--- config.mk ---
export PLATFORM = sky130hd
export DESIGN_NAME = mmu_walk_arbiter_flat
export DESIGN_NICKNAME = d
export VERILOG_FILES = /design/src/rtl/mmu_walk_arbiter_pkg.sv /design/src/rtl/mmu_walk_arbiter_if.sv /design/src/rtl/rr_priority_select.sv /design/src/rtl/mmu_walk_arbiter.sv /design/src/flat_wrapper.sv
export SDC_FILE = /design/constraint.sdc
export NUM_CORES = 1
export LEC_CHECK = 0
export ABC_AREA = 1
export CORE_MARGIN = 5
export CORE_UTILIZATION = 35
export CTS_CLUSTER_DIAMETER = 80
export CTS_CLUSTER_SIZE = 24
export DETAILED_ROUTE_END_ITERATION = 16
export GPL_TIMING_DRIVEN = 0
export HOLD_SLACK_MARGIN = 0.08
export PLACE_DENSITY = 0.8
export REMOVE_ABC_BUFFERS = 1
export SKIP_CTS_REPAIR_TIMING = 1
export SYNTH_ARGS = -nofsm -noshare
export SYNTH_HDL_FRONTEND = slang
export SYNTH_HIERARCHICAL = 1
export SYNTH_SLANG_ARGS = --single-unit
--- constraint.sdc ---
create_clock -name clk -period 1.6 [get_ports clk]
set_input_delay 0.32 -clock clk [delete_from_list [all_inputs] [get_ports clk]]
set_output_delay 0.32 -clock clk [all_outputs]
set_load 0.02 [all_outputs]
--- src/rtl/mmu_walk_arbiter_pkg.sv ---
// mmu_walk_arbiter_pkg: shared widths and the arbiter state type for the walker arbiter
package mmu_walk_arbiter_pkg;
  localparam int PPN_W = 20;
  localparam int VA_W = 32;
  typedef enum logic [1:0] {IDLE, WALK, ABORT} mmu_arb_state_t;
endpackage

--- src/rtl/mmu_walk_arbiter_if.sv ---
// mmu_walk_arbiter_if: TLB requester bundle (req_*) and walker bundle (walk_*); master = arbiter, slave = TLBs/walker
interface mmu_walk_arbiter_if #(parameter int NUM_PORTS = 2) ();
  import mmu_walk_arbiter_pkg::*;
  logic [NUM_PORTS-1:0] req_request, req_execute, req_rnw, req_write_entry, req_is_fault;
  logic [NUM_PORTS-1:0][VA_W-1:0] req_virtual_address;
  logic [PPN_W-1:0] req_upper_physical_address, walk_upper_physical_address;
  logic walk_request, walk_execute, walk_rnw, walk_abort, walk_write_entry, walk_is_fault;
  logic [VA_W-1:0] walk_virtual_address;
  modport master (
    input req_request, req_virtual_address, req_execute, req_rnw,
    input walk_write_entry, walk_is_fault, walk_upper_physical_address,
    output req_write_entry, req_is_fault, req_upper_physical_address,
    output walk_request, walk_virtual_address, walk_execute, walk_rnw, walk_abort
  );
  modport slave (
    output req_request, req_virtual_address, req_execute, req_rnw,
    output walk_write_entry, walk_is_fault, walk_upper_physical_address,
    input req_write_entry, req_is_fault, req_upper_physical_address,
    input walk_request, walk_virtual_address, walk_execute, walk_rnw, walk_abort
  );
endinterface

--- src/rtl/rr_priority_select.sv ---
// rr_priority_select: combinational round-robin pick; in req/mask/ptr, out one-hot grant and its index
module rr_priority_select #(
  parameter int N = 2,
  localparam int W = $clog2(N)
) (
  input  logic [N-1:0] req,
  input  logic [N-1:0] mask,
  input  logic [W-1:0] ptr,
  output logic [N-1:0] grant,
  output logic [W-1:0] idx
);
  logic [W-1:0] p;
  always_comb begin
    grant = '0;
    idx = '0;
    p = '0;
    for (int i = N - 1; i >= 0; i--) begin
      p = W'((int'(ptr) + i) % N);
      if (req[p] && mask[p]) begin
        grant = '0;
        grant[p] = 1'b1;
        idx = p;
      end
    end
  end
endmodule

--- src/rtl/mmu_walk_arbiter.sv ---
// mmu_walk_arbiter: round-robin share of one page-table walker among NUM_PORTS TLBs; ports clk, rst, tlb_flush, bus (master)
module mmu_walk_arbiter import mmu_walk_arbiter_pkg::*; #(
  parameter int NUM_PORTS = 2
) (
  input logic clk,
  input logic rst,
  input logic tlb_flush,
  mmu_walk_arbiter_if.master bus
);
  localparam int IW = $clog2(NUM_PORTS);
  mmu_arb_state_t state_q, state_d;
  logic [IW-1:0] rr_ptr_q, rr_ptr_d, owner_q, owner_d, gnt_idx;
  logic [VA_W-1:0] va_q, va_d;
  logic exec_q, exec_d, rnw_q, rnw_d;
  logic [NUM_PORTS-1:0] done_q, done_d, gnt;
  logic owner_live, complete, grant_ok;
  rr_priority_select #(.N(NUM_PORTS)) u_sel (
    .req(bus.req_request),
    .mask(~done_q),
    .ptr(rr_ptr_q),
    .grant(gnt),
    .idx(gnt_idx)
  );
  always_comb begin
    owner_live = bus.req_request[owner_q] && !tlb_flush;
    complete = state_q == WALK && owner_live && (bus.walk_write_entry || bus.walk_is_fault);
    done_d = complete ? NUM_PORTS'(1) << owner_q : '0;
    grant_ok = state_q == IDLE && !tlb_flush && |gnt;
    state_d = state_q == IDLE ? (grant_ok ? WALK : IDLE) :
              state_q == WALK ? (!owner_live ? ABORT : complete ? IDLE : WALK) : IDLE;
    owner_d = grant_ok ? gnt_idx : owner_q;
    rr_ptr_d = grant_ok ? (gnt_idx == IW'(NUM_PORTS - 1) ? '0 : gnt_idx + 1'b1) : rr_ptr_q;
    va_d = grant_ok ? bus.req_virtual_address[gnt_idx] : va_q;
    exec_d = grant_ok ? bus.req_execute[gnt_idx] : exec_q;
    rnw_d = grant_ok ? bus.req_rnw[gnt_idx] : rnw_q;
    bus.req_write_entry = bus.walk_write_entry ? done_d : '0;
    bus.req_is_fault = bus.walk_is_fault ? done_d : '0;
    bus.req_upper_physical_address = bus.walk_upper_physical_address;
    bus.walk_request = state_q == WALK;
    bus.walk_abort = state_q == ABORT;
    bus.walk_virtual_address = va_q;
    bus.walk_execute = exec_q;
    bus.walk_rnw = rnw_q;
  end
  always_ff @(posedge clk) begin
    if (rst) begin
      state_q <= IDLE;
      rr_ptr_q <= '0;
      owner_q <= '0;
      va_q <= '0;
      exec_q <= 1'b0;
      rnw_q <= 1'b0;
      done_q <= '0;
    end else begin
      state_q <= state_d;
      rr_ptr_q <= rr_ptr_d;
      owner_q <= owner_d;
      va_q <= va_d;
      exec_q <= exec_d;
      rnw_q <= rnw_d;
      done_q <= done_d;
    end
  end
endmodule
--- src/flat_wrapper.sv ---
// flat-port wrapper written by rule: the top's interface ports become plain ports
module mmu_walk_arbiter_flat import mmu_walk_arbiter_pkg::*;
#(
  parameter int NUM_PORTS = 2
)
  (clk, rst, tlb_flush, bus_req_request, bus_req_virtual_address, bus_req_execute, bus_req_rnw, bus_walk_write_entry, bus_walk_is_fault, bus_walk_upper_physical_address, bus_req_write_entry, bus_req_is_fault, bus_req_upper_physical_address, bus_walk_request, bus_walk_virtual_address, bus_walk_execute, bus_walk_rnw, bus_walk_abort);
  mmu_walk_arbiter_if #(.NUM_PORTS(NUM_PORTS)) bus_i ();
  input logic clk;
  input logic rst;
  input logic tlb_flush;
  input wire logic [$bits(bus_i.req_request)-1:0] bus_req_request;
  input wire logic [$bits(bus_i.req_virtual_address)-1:0] bus_req_virtual_address;
  input wire logic [$bits(bus_i.req_execute)-1:0] bus_req_execute;
  input wire logic [$bits(bus_i.req_rnw)-1:0] bus_req_rnw;
  input wire logic [$bits(bus_i.walk_write_entry)-1:0] bus_walk_write_entry;
  input wire logic [$bits(bus_i.walk_is_fault)-1:0] bus_walk_is_fault;
  input wire logic [$bits(bus_i.walk_upper_physical_address)-1:0] bus_walk_upper_physical_address;
  output wire logic [$bits(bus_i.req_write_entry)-1:0] bus_req_write_entry;
  output wire logic [$bits(bus_i.req_is_fault)-1:0] bus_req_is_fault;
  output wire logic [$bits(bus_i.req_upper_physical_address)-1:0] bus_req_upper_physical_address;
  output wire logic [$bits(bus_i.walk_request)-1:0] bus_walk_request;
  output wire logic [$bits(bus_i.walk_virtual_address)-1:0] bus_walk_virtual_address;
  output wire logic [$bits(bus_i.walk_execute)-1:0] bus_walk_execute;
  output wire logic [$bits(bus_i.walk_rnw)-1:0] bus_walk_rnw;
  output wire logic [$bits(bus_i.walk_abort)-1:0] bus_walk_abort;
  assign bus_i.req_request = bus_req_request;
  assign bus_i.req_virtual_address = bus_req_virtual_address;
  assign bus_i.req_execute = bus_req_execute;
  assign bus_i.req_rnw = bus_req_rnw;
  assign bus_i.walk_write_entry = bus_walk_write_entry;
  assign bus_i.walk_is_fault = bus_walk_is_fault;
  assign bus_i.walk_upper_physical_address = bus_walk_upper_physical_address;
  assign bus_req_write_entry = bus_i.req_write_entry;
  assign bus_req_is_fault = bus_i.req_is_fault;
  assign bus_req_upper_physical_address = bus_i.req_upper_physical_address;
  assign bus_walk_request = bus_i.walk_request;
  assign bus_walk_virtual_address = bus_i.walk_virtual_address;
  assign bus_walk_execute = bus_i.walk_execute;
  assign bus_walk_rnw = bus_i.walk_rnw;
  assign bus_walk_abort = bus_i.walk_abort;
  mmu_walk_arbiter #(.NUM_PORTS(NUM_PORTS)) u_core (.clk(clk), .rst(rst), .tlb_flush(tlb_flush), .bus(bus_i));
endmodule
======== Word level (Yosys, flattened, before mapping) ========
Index checks and enable logic that the tools add are counted.
storage, ports and cells
  bits in writable memories ............... 0
  memories kept ........................... 0
  register bits ........................... 40
  bits of input ports ..................... 95
  latch bits .............................. 0
  logic and storage cells ................. 65
  memory bits (read-only) ................. 0
  output and inout bits ................... 60
cells by class
  add/subtract/negate cells ............... 2
  equality and inequality tests ........... 2
  shift-type cells ........................ 1
  reduce and logical (&&, ||, !) cells .... 13
  $mul .................................... 0
  div/mod/pow operators ................... 0
  order comparisons ....................... 6
  muxes and demuxes ....................... 33
  bitwise operators ....................... 1
operators with widths
  operator             count
  $mux 32              2
  $mux 1               21
  $mux 2               8
  $logic_and 1x1->1    9
  $lt 1x2->1 const B   4
  $add 1x1->1 const B  2
  $demux 1 s1          2
  $eq 2x1->1 const B   1
  $eq 2x2->1 const B   1
  $ge 1x1->1 const B   2
  $logic_not 2->1      1
  $not 2->2            1
  $reduce_or 2->1      1
  $shl 1x1->2 const A  1
  $logic_not 1->1      1
  $logic_or 1x1->1     1

======== Logic depth before layout (Yosys ltp) ========
Gate-level depths: netlist (run 1).
  word-level depth ........................ 11
  gate-level depth with buffers ........... 11
  mapped depth without buffers ............ 10

======== Hierarchy ========
Netlist (run 1), hierarchy kept.
modules (own cells, without submodules)
  module              sequential area each (um2)  instances  cells each  area each (um2)
  mmu_walk_arbiter    800.8                       1          325         2180.8
  rr_priority_select  0.0                         1          9           38.8

======== Least setup slack after synthesis (run 1) ========
No wires, ideal clock.
  kind .................................... register to output
  from .................................... register u_core.state_q[0]
  to ...................................... output port bus_req_is_fault[0]
  data required time ...................... 1.280 ns
  path slack .............................. -0.228 ns
  cell stages (with the launch flop) ...... 5
  data arrival time ....................... 1.508 ns
  buffers on the path ..................... 0
  cells stage by stage .................... dfxtp_1 inv_1 nor2_1 nand4_2 nor3_1
on the way
  longest elaborated chain between the ends .. 5
ends and longest elaborated chain
  element                          RTL line                RTL
  start: declaration               mmu_walk_arbiter.sv:11  mmu_arb_state_t state_q, state_d;
  start signal: assignment         mmu_walk_arbiter.sv:55  state_q <= state_d;
  $eq 2x1->1                       -
  named net bus_walk_request       flat_wrapper.sv:21      output wire logic [$bits(bus_i.walk_request)-1:0] bus_walk_request;
  $logic_and 1x1->1 (2 in series)  mmu_walk_arbiter.sv:26  complete = state_q == WALK && owner_live && (bus.walk_write_entry || bus.walk_is_fault);
  $mux 2                           mmu_walk_arbiter.sv:27  done_d = complete ? NUM_PORTS'(1) << owner_q : '0;
  $mux 2                           mmu_walk_arbiter.sv:37  bus.req_is_fault = bus.walk_is_fault ? done_d : '0;
  end: declaration                 flat_wrapper.sv:19      output wire logic [$bits(bus_i.req_is_fault)-1:0] bus_req_is_fault;
The timed path passes the listed nets, and every way through them passes these cells.

======== Final worst setup path (run 1) ========
  from .................................... register u_core.owner_q
  to ...................................... output port bus_req_write_entry[1]
on the way
  longest elaborated chain between the ends .. 7
  elaborated cells between the ends (all ways) .. 8
  classes of those cells .................. 1 x shift; 4 x mux; 3 x reduce/logical
ends and longest elaborated chain
  element                                     RTL line                RTL
  start: declaration                          mmu_walk_arbiter.sv:12  logic [IW-1:0] rr_ptr_q, rr_ptr_d, owner_q, owner_d, gnt_idx;
  start signal: assignment                    mmu_walk_arbiter.sv:57  owner_q <= owner_d;
  $mux 1 (not written as such) (2 in series)  mmu_walk_arbiter.sv:25  owner_live = bus.req_request[owner_q] && !tlb_flush;
  $logic_and 1x1->1                           mmu_walk_arbiter.sv:25
  $logic_and 1x1->1 (2 in series)             mmu_walk_arbiter.sv:26
  $mux 2 *                                    mmu_walk_arbiter.sv:27
  $mux 2 *                                    mmu_walk_arbiter.sv:36  bus.req_write_entry = bus.walk_write_entry ? done_d : '0;
  end: declaration                            flat_wrapper.sv:18      output wire logic [$bits(bus_i.req_write_entry)-1:0] bus_req_write_entry;
Mark *: on every way between the ends. The rest lies on a longest branch, timed or not. The select of a mux whose other input is x is not followed.

==> impl_metrics.csv, run 1 <==
group,metric,value,unit
logic_synthesis,yosys_warnings,6,
logic_synthesis,post_synth_inst_count,334,
timing,holdWs,0.414,ns
job,max-cap-violations,0,
clocking,tritoncts_num_sinks,40,
worst_setup_path,cp.required,1.28,ns
detailed_routing,drtIter0Drc,102,
cells_and_area,fillers,577,
logic_synthesis,netlist-cell-type-count,19,
die,initial_utilization,35.6,%
cells_and_area,post_route_cells_drive_above_1_share,14.9,%
placement,place_congestion,0.840,
logic_synthesis,ys_ff_latch,40,
worst_setup_path,reg2reg_from,"u_core/done_q[0]",
cells_and_area,mostFrequentLayoutCell,"sky130_fd_sc_hd__clkdlybuf4s50_1",
logic_synthesis,share_of_the_synthesized_area_in_the_top_cell_type,36.1,%
die,floorplan.die.width,89.6,um
power_and_ir_drop,power.density_cell_area,709,nW/um^2
detailed_routing,vias_per_cell,4.82,
clocking,tritoncts.num_buffers,5,
die,die_height,89.6,um
clocking,clk_root_buffer_cell,"sky130_fd_sc_hd__clkbuf_8",
worst_setup_path,setup.worst_path.start,"u_core/owner_q",
cells_and_area,insertedDiodeCount,0,
worst_setup_path,worst-endpoint-arrival,1.43,ns
timing,finClkSkew,0.00465,ns
detailed_routing,drc_errors,0,
timing,number_of_max_slew_violations_in_the_final_report,0,
timing,min_period_over_period,109,%
clocking,clock_tree.htree_level_count,2,
worst_setup_path,start_kind,"register",
grt,first_global_vias,2084,
die,die-area,8030,um^2
grt,grt_pass1_wl,9.47,mm
die,std_cell_rows,29,
detailed_routing,routed-via-count,2476,
logic_synthesis,ys_seq_area_share,36.1,%
grt,pin_count_of_the_biggest_net_entering_global_routing,41,
power_and_ir_drop,power.ir.vdd_worst,0.000401,V
timing,timing.final.ws_setup,-0.150,ns
run_status,failed_checks,"negative setup slack",
clocking,clkSlewWorstSetupHoldPaths,0.07,ns
placement,dp.final_hpwl,4.51,mm
timing,layout_min_cycle_time,1.75,ns
power_and_ir_drop,p_leak,0.00175,uW
clocking,ctsLongestPathBuffers,2,
logic_synthesis,synthesis.area,2220,um^2
cells_and_area,post-route-cell-area,3670,um^2
logic_synthesis,ys_top_cells_by_area,"sky130_fd_sc_hd__dfxtp_1 (36%), sky130_fd_sc_hd__nand2_1 (13%), sky130_fd_sc_hd__a21oi_1 (8.3%), sky130_fd_sc_hd__nand3_1 (8.1%), sky130_fd_sc_hd__o21ai_0 (7.7%)",
worst_setup_path,critPathCaptureType,"primary output",
timing,max_slew_margin,51.3,%
cells_and_area,layout_common_cells,"sky130_fd_sc_hd__clkdlybuf4s50_1 (88), sky130_fd_sc_hd__nand2_1 (74), sky130_fd_sc_hd__inv_1 (38)",
detailed_routing,finalWirelength,8.04,mm
worst_setup_path,cp_max_fo,6,
placement,placement.cell_area,3200,um^2
cells_and_area,finish.net_count,531,
hold_path,hold_path_startpoint,"bus_walk_is_fault",
die,ios,155,
detailed_routing,ant_nets,0,
cells_and_area,area_growth_syn_to_layout,65.5,%
grt,initial_antenna_violation_count,0,
die,floorplan.core_area,6240,um^2
timing,hold_viol_final,0,
placement,buffer_ports.inserted,114,
timing,max_slew.worst_pin.slew,0.731,ns
clocking,tritoncts,"built",
detailed_routing,drt-pass1-iter-count,4,
timing,fmax,572,MHz
timing,final-setup-viol-count,6,
run_status,run_status,"finished, violations left",
hold_path,hold_path_class,"in2reg",
detailed_routing,wire_per_inst,15.6,um
clocking,clkLatencyLatePin,0.28,ns
grt,gr-usage-all-layers,15.0,%
worst_setup_path,crit_type,"reg2out",
timing,rsz_0062_raised_after_global_routing,"true",
worst_setup_path,reg2regPathDepth,10,
logic_synthesis,synth_top_area_cell,"sky130_fd_sc_hd__dfxtp_1",
logic_synthesis,syn_area_per_cell,6.65,um^2
hold_path,holdPathStages,4,
timing,finalSetupTns,-0.545,ns
grt,grt_residual_overflow,0,
[per-layer routing]
layer	vias up	share of wire, %	GRT usage, %
li1	1252	-	-
met1	1090	40	16.6
met2	126	46	24.3
met3	8	13	9.31
met4	0	0.75	3.25
met5	-	0	2.60
[final timing paths]
check | slack, ns | endpoint
max | -0.15 | bus_req_write_entry[1]
min | 0.41 | u_core/state_q[0]
max reg2reg | 0.01 | u_core/bus.walk_rnw
min reg2reg | 0.46 | u_core/bus.walk_virtual_address[20]
[per-stage QoR]
step	util, %	setup slack, ns	power [uW]	std cells
6_report	58.9	-0.150	2600	514
5_1_grt	58.9	-0.199	2750	514
4_1_cts	52.6	-0.973	2480	491
3_5_place_dp	51.2	-1.25	1800	483
3_3_place_gp	50.6	-3.23	1780	482
2_1_floorplan	-	-1.76	1420	291
[synthesized netlist by cell type]
cell	number
sky130_fd_sc_hd__a21oi_1	37
sky130_fd_sc_hd__nand3_2	1
sky130_fd_sc_hd__nor3_1	6
sky130_fd_sc_hd__nand2_2	1
sky130_fd_sc_hd__nor2_1	7
sky130_fd_sc_hd__inv_2	1
sky130_fd_sc_hd__nand2_1	79
sky130_fd_sc_hd__nand3b_1	1
sky130_fd_sc_hd__nand3_1	36
sky130_fd_sc_hd__nand4_1	1
sky130_fd_sc_hd__nor2_4	2
sky130_fd_sc_hd__nand4_2	1
sky130_fd_sc_hd__buf_2	9
sky130_fd_sc_hd__dfxtp_1	40
sky130_fd_sc_hd__buf_6	6
sky130_fd_sc_hd__o21ai_0	34
sky130_fd_sc_hd__buf_4	21
sky130_fd_sc_hd__inv_1	44
sky130_fd_sc_hd__clkbuf_1	7
[kinds of logic after synthesis]
kind of cell	Yosys count	share of synthesized area (%)
DFF	40	36.1
and+or+nand+nor	135	26.9
AOI/OAI and AO/OA	71	16.0
buffers and inverters	88	21.0
[flip-flops by register name, summed over array words and instances, names as in the netlist]
register,cells
u_core/rr_ptr_q,1
u_core/bus.walk_execute,1
u_core/bus.walk_rnw,1
u_core/done_q,2
u_core/bus.walk_virtual_address,32
u_core/owner_q,1
u_core/state_q,2
[area by class of cell]
type,count,area (um^2),share of cell area [%]
timing repair buffer,131,1380,37.5
multi-input combinational,212,1120,30.4
sequential,40,808,22.0
inverter,45,179,4.87
tap,77,96.3,2.62
clock buffer,8,90.1,2.45
timing repair inverter,1,7.51,0.204
[worst max-delay path: stages, from the launching register on]
cell and delay [ns]:
sky130_fd_sc_hd__dfxtp_4 0.38, sky130_fd_sc_hd__inv_4 0.08, sky130_fd_sc_hd__nand2_2 0.05, sky130_fd_sc_hd__nand2_2 0.11, sky130_fd_sc_hd__nand4_4 0.16, sky130_fd_sc_hd__nor3_2 0.21, sky130_fd_sc_hd__buf_4 0.17
[power breakdown]
part | leakage (uW) | internal, uW | switching [uW] | total [uW]
logic | 0.00138 | 423 | 412 | 835
clock network | 0.0000455 | 352 | 324 | 676
registers | 0.000328 | 1060 | 34.4 | 1090
(Power assumes the default switching activity.)
==> inputs of run 2 (changes only) <==
- PLACE_DENSITY: 0.8 -> 0.82
- SYNTH_HIERARCHICAL: 1 -> default
==> impl_metrics.csv, run 2 <==
group,metric,value,unit
placement,dp.final_hpwl,4.71,mm
cells_and_area,mostFrequentLayoutCell,"sky130_fd_sc_hd__nand2_1",
timing,layout_min_cycle_time,1.79,ns
logic_synthesis,post_synth_inst_count,326,
timing,max_slew_margin,38.8,%
grt,grt_residual_overflow,0,
clocking,tritoncts,"built",
logic_synthesis,dominant_cell_by_count_in_the_synthesized_netlist,"sky130_fd_sc_hd__nand2_1",
cells_and_area,post_layout_nonfiller_instances,491,
logic_synthesis,syn_area_per_cell,6.56,um^2
die,die-area,7770,um^2
clocking,tritoncts_num_sinks,40,
detailed_routing,drtIter0Drc,98,
grt,pin_count_of_the_biggest_net_entering_global_routing,41,
worst_setup_path,critical-path-max-stage-delay,0.42,ns
clocking,clkSlewWorstSetupHoldPaths,0.07,ns
cells_and_area,post_route_cells_drive_above_1_share,13.0,%
power_and_ir_drop,report.power.total,2480,uW
clocking,clkLatencyLatePin,0.28,ns
logic_synthesis,synthesis.area,2140,um^2
power_and_ir_drop,power.density_cell_area,717,nW/um^2
clocking,clock_tree.htree_level_count,2,
detailed_routing,finalWirelength,7.52,mm
logic_synthesis,ys_ff_latch,40,
worst_setup_path,worst-endpoint-arrival,1.47,ns
grt,first_global_vias,2188,
power_and_ir_drop,power_share_of_the_clock_group,24.8,%
power_and_ir_drop,p_comb_share,31.2,%
timing,min_period_over_period,112,%
grt,grt_pass1_wl,10.3,mm
logic_synthesis,ys_top_cells_by_area,"sky130_fd_sc_hd__dfxtp_1 (37%), sky130_fd_sc_hd__nand2_1 (26%), sky130_fd_sc_hd__nand3_1 (8.7%), sky130_fd_sc_hd__a21oi_1 (8.4%), sky130_fd_sc_hd__buf_4 (8.1%)",
die,floorplan.die.width,88.2,um
timing,number_of_max_slew_violations_in_the_final_report,0,
logic_synthesis,yosys_warnings,0,
die,die_height,88.2,um
worst_setup_path,critPathCaptureType,"primary output",
logic_synthesis,synth-async-reset-ratio,0,%
placement,post-place-cells,476,
hold_path,hold_path_class,"in2reg",
logic_synthesis,top_ff_cell_synth,"sky130_fd_sc_hd__dfxtp_1",
timing,timing.final.ws_setup,-0.194,ns
worst_setup_path,cp.required,1.28,ns
run_status,run_status,"finished, violations left",
worst_setup_path,reg2reg_from,"u_core.done_q[1]",
timing,rsz_0062_raised_after_global_routing,"true",
die,ios,155,
logic_synthesis,post_synth_most_frequent_cells,"sky130_fd_sc_hd__nand2_1 (146), sky130_fd_sc_hd__dfxtp_1 (40), sky130_fd_sc_hd__nand3_1 (37), sky130_fd_sc_hd__a21oi_1 (36), sky130_fd_sc_hd__buf_4 (23)",
detailed_routing,drt-pass1-iter-count,4,
grt,initial_antenna_violation_count,0,
die,std_cell_rows,28,
placement,buffer_ports.inserted,114,
die,floorplan.core_area,5920,um^2
cells_and_area,layout_common_cells,"sky130_fd_sc_hd__nand2_1 (144), sky130_fd_sc_hd__clkdlybuf4s50_1 (85), sky130_fd_sc_hd__dfxtp_1 (38)",
worst_setup_path,reg2regPathDepth,8,
clocking,ctsLongestPathBuffers,2,
worst_setup_path,start_kind,"register",
die,initial_utilization,36.1,%
grt,gr-usage-all-layers,16.8,%
power_and_ir_drop,power.ir.vdd_worst,0.000481,V
worst_setup_path,crit_type,"reg2out",
worst_setup_path,timing.critical_path.to,"bus_req_is_fault[1]",
logic_synthesis,ys_seq_area_share,37.4,%
worst_setup_path,critPathSlowestCell,"sky130_fd_sc_hd__dfxtp_4",
timing,fmax,557,MHz
timing,hold_viol_final,0,
job,max-cap-violations,0,
worst_setup_path,ff2ff_setup_slack,0,ns
cells_and_area,insertedDiodeCount,0,
placement,place_congestion,0.790,
detailed_routing,wire_per_inst,15.3,um
cells_and_area,fillers,545,
cells_and_area,finish.net_count,511,
worst_setup_path,cp_max_fo,6,
worst_setup_path,r2r_end,"u_core.bus.walk_virtual_address[28]",
worst_setup_path,cp_cell_sequence,"inv_6 > nand2_4 > nand3_4 > nor2_4 > o21ai_4 > nor3_2 > buf_4",
detailed_routing,routed-via-count,2368,
clocking,tritoncts.num_buffers,5,
logic_synthesis,netlist-cell-type-count,19,
cells_and_area,area_growth_syn_to_layout,61.8,%
power_and_ir_drop,power_frac_seq,43.9,%
placement,dpl_worst_slack,-1.16,ns
power_and_ir_drop,intPower,1730,uW
logic_synthesis,number_of_flops_mapped_to_enable_cells_by_yosys,0,
logic_synthesis,synth_top_area_cell,"sky130_fd_sc_hd__dfxtp_1",
detailed_routing,vias_per_cell,4.82,
timing,max_slew.worst_pin.slew,0.918,ns
detailed_routing,drc_errors,0,
timing,finClkSkew,0.00676,ns
cells_and_area,largest_register_ff_count,32,
clocking,clk_root_buffer_cell,"sky130_fd_sc_hd__clkbuf_8",
power_and_ir_drop,sw_frac_of_total,30.4,%
timing,final-setup-viol-count,6,
detailed_routing,ant_nets,0,
power_and_ir_drop,p_leak,0.00175,uW
worst_setup_path,setup.worst_path.start,"u_core.owner_q",
logic_synthesis,share_of_the_synthesized_area_in_the_top_cell_type,37.4,%
power_and_ir_drop,power.switching,754,uW
run_status,failed_checks,"negative setup slack",
==> run 2: final cells by class <==
cell class | instances | area [um^2] | share of cell area (%)
Clock buffer | 6 | 72.6 | 2.10
Clock inverter | 1 | 5.00 | 0.145
Inverter | 13 | 63.8 | 1.84
Multi-Input combinational cell | 236 | 1180 | 34.0
Sequential cell | 40 | 806 | 23.3
Tap cell | 75 | 93.8 | 2.71
Timing Repair Buffer | 120 | 1240 | 35.9
==> run 2: worst max-delay path, delay by kind of cell (launching register included) <==
kind / cells / cell delay (ns)
simple gates: 4 / 0.43
flops: 1 / 0.42
buf+inv: 2 / 0.24
compound gates: 1 / 0.10
==> run 2: worst min-delay path by stage <==
stage	end	start	cells after the start	slack, ns
6_report	u_core.state_q[1]	tlb_flush	5	0.42
5_1_grt	u_core.state_q[1]	tlb_flush	5	0.45
4_1_cts	u_core.bus.walk_virtual_address[16]	u_core.bus.walk_virtual_address[16]	2	0.47
3_5_place_dp	u_core.bus.walk_virtual_address[16]	u_core.bus.walk_virtual_address[16]	2	0.46
3_3_place_gp	u_core.rr_ptr_q	u_core.rr_ptr_q	2	0.45
2_1_floorplan	u_core.state_q[0]	rst	1	0.38
==> run 2: logic make-up (layout without fill, tap and decap cells) <==
family | after synthesis | count (layout) | synth area share [%]
and+or+nand+nor | 195 | 196 | 37.2
DFF | 40 | 40 | 37.4
AOI/OAI and AO/OA | 39 | 40 | 9.83
buffers and inverters | 52 | 140 | 15.6
==> run 2: layer usage <==
metal | track usage, % | wire (um) | vias up
met4 | 4.81 | 72 | 2
met3 | 9.97 | 926 | 12
met2 | 26.8 | 3560 | 106
met5 | 5.19 | 56 | -
met1 | 18.5 | 2910 | 1046
li1 | - | - | 1202
==> run 2: through the flow <==
step           hold WS (ns)  area, um^2  TNS, ns  utilization, %
5_1_grt               0.455        3460    -4.49            58.5
3_3_place_gp          0.450        3090   -45.46            52.2
6_report              0.419        3460   -0.639            58.5
4_1_cts               0.466        3160   -34.10            53.4
3_5_place_dp          0.455        3090   -44.79            52.1
2_1_floorplan         0.382        1860    -1.57               -
==> run 2: power groups by stage <==
stage | combinational, uW | sequential [uW] | clock [uW]
2_1_floorplan | 242 | 1180 | 0
6_report | 774 | 1090 | 616
4_1_cts | 696 | 1090 | 643
3_5_place_dp | 693 | 1110 | 0
3_3_place_gp | 684 | 1110 | 0
5_1_grt | 844 | 1100 | 698
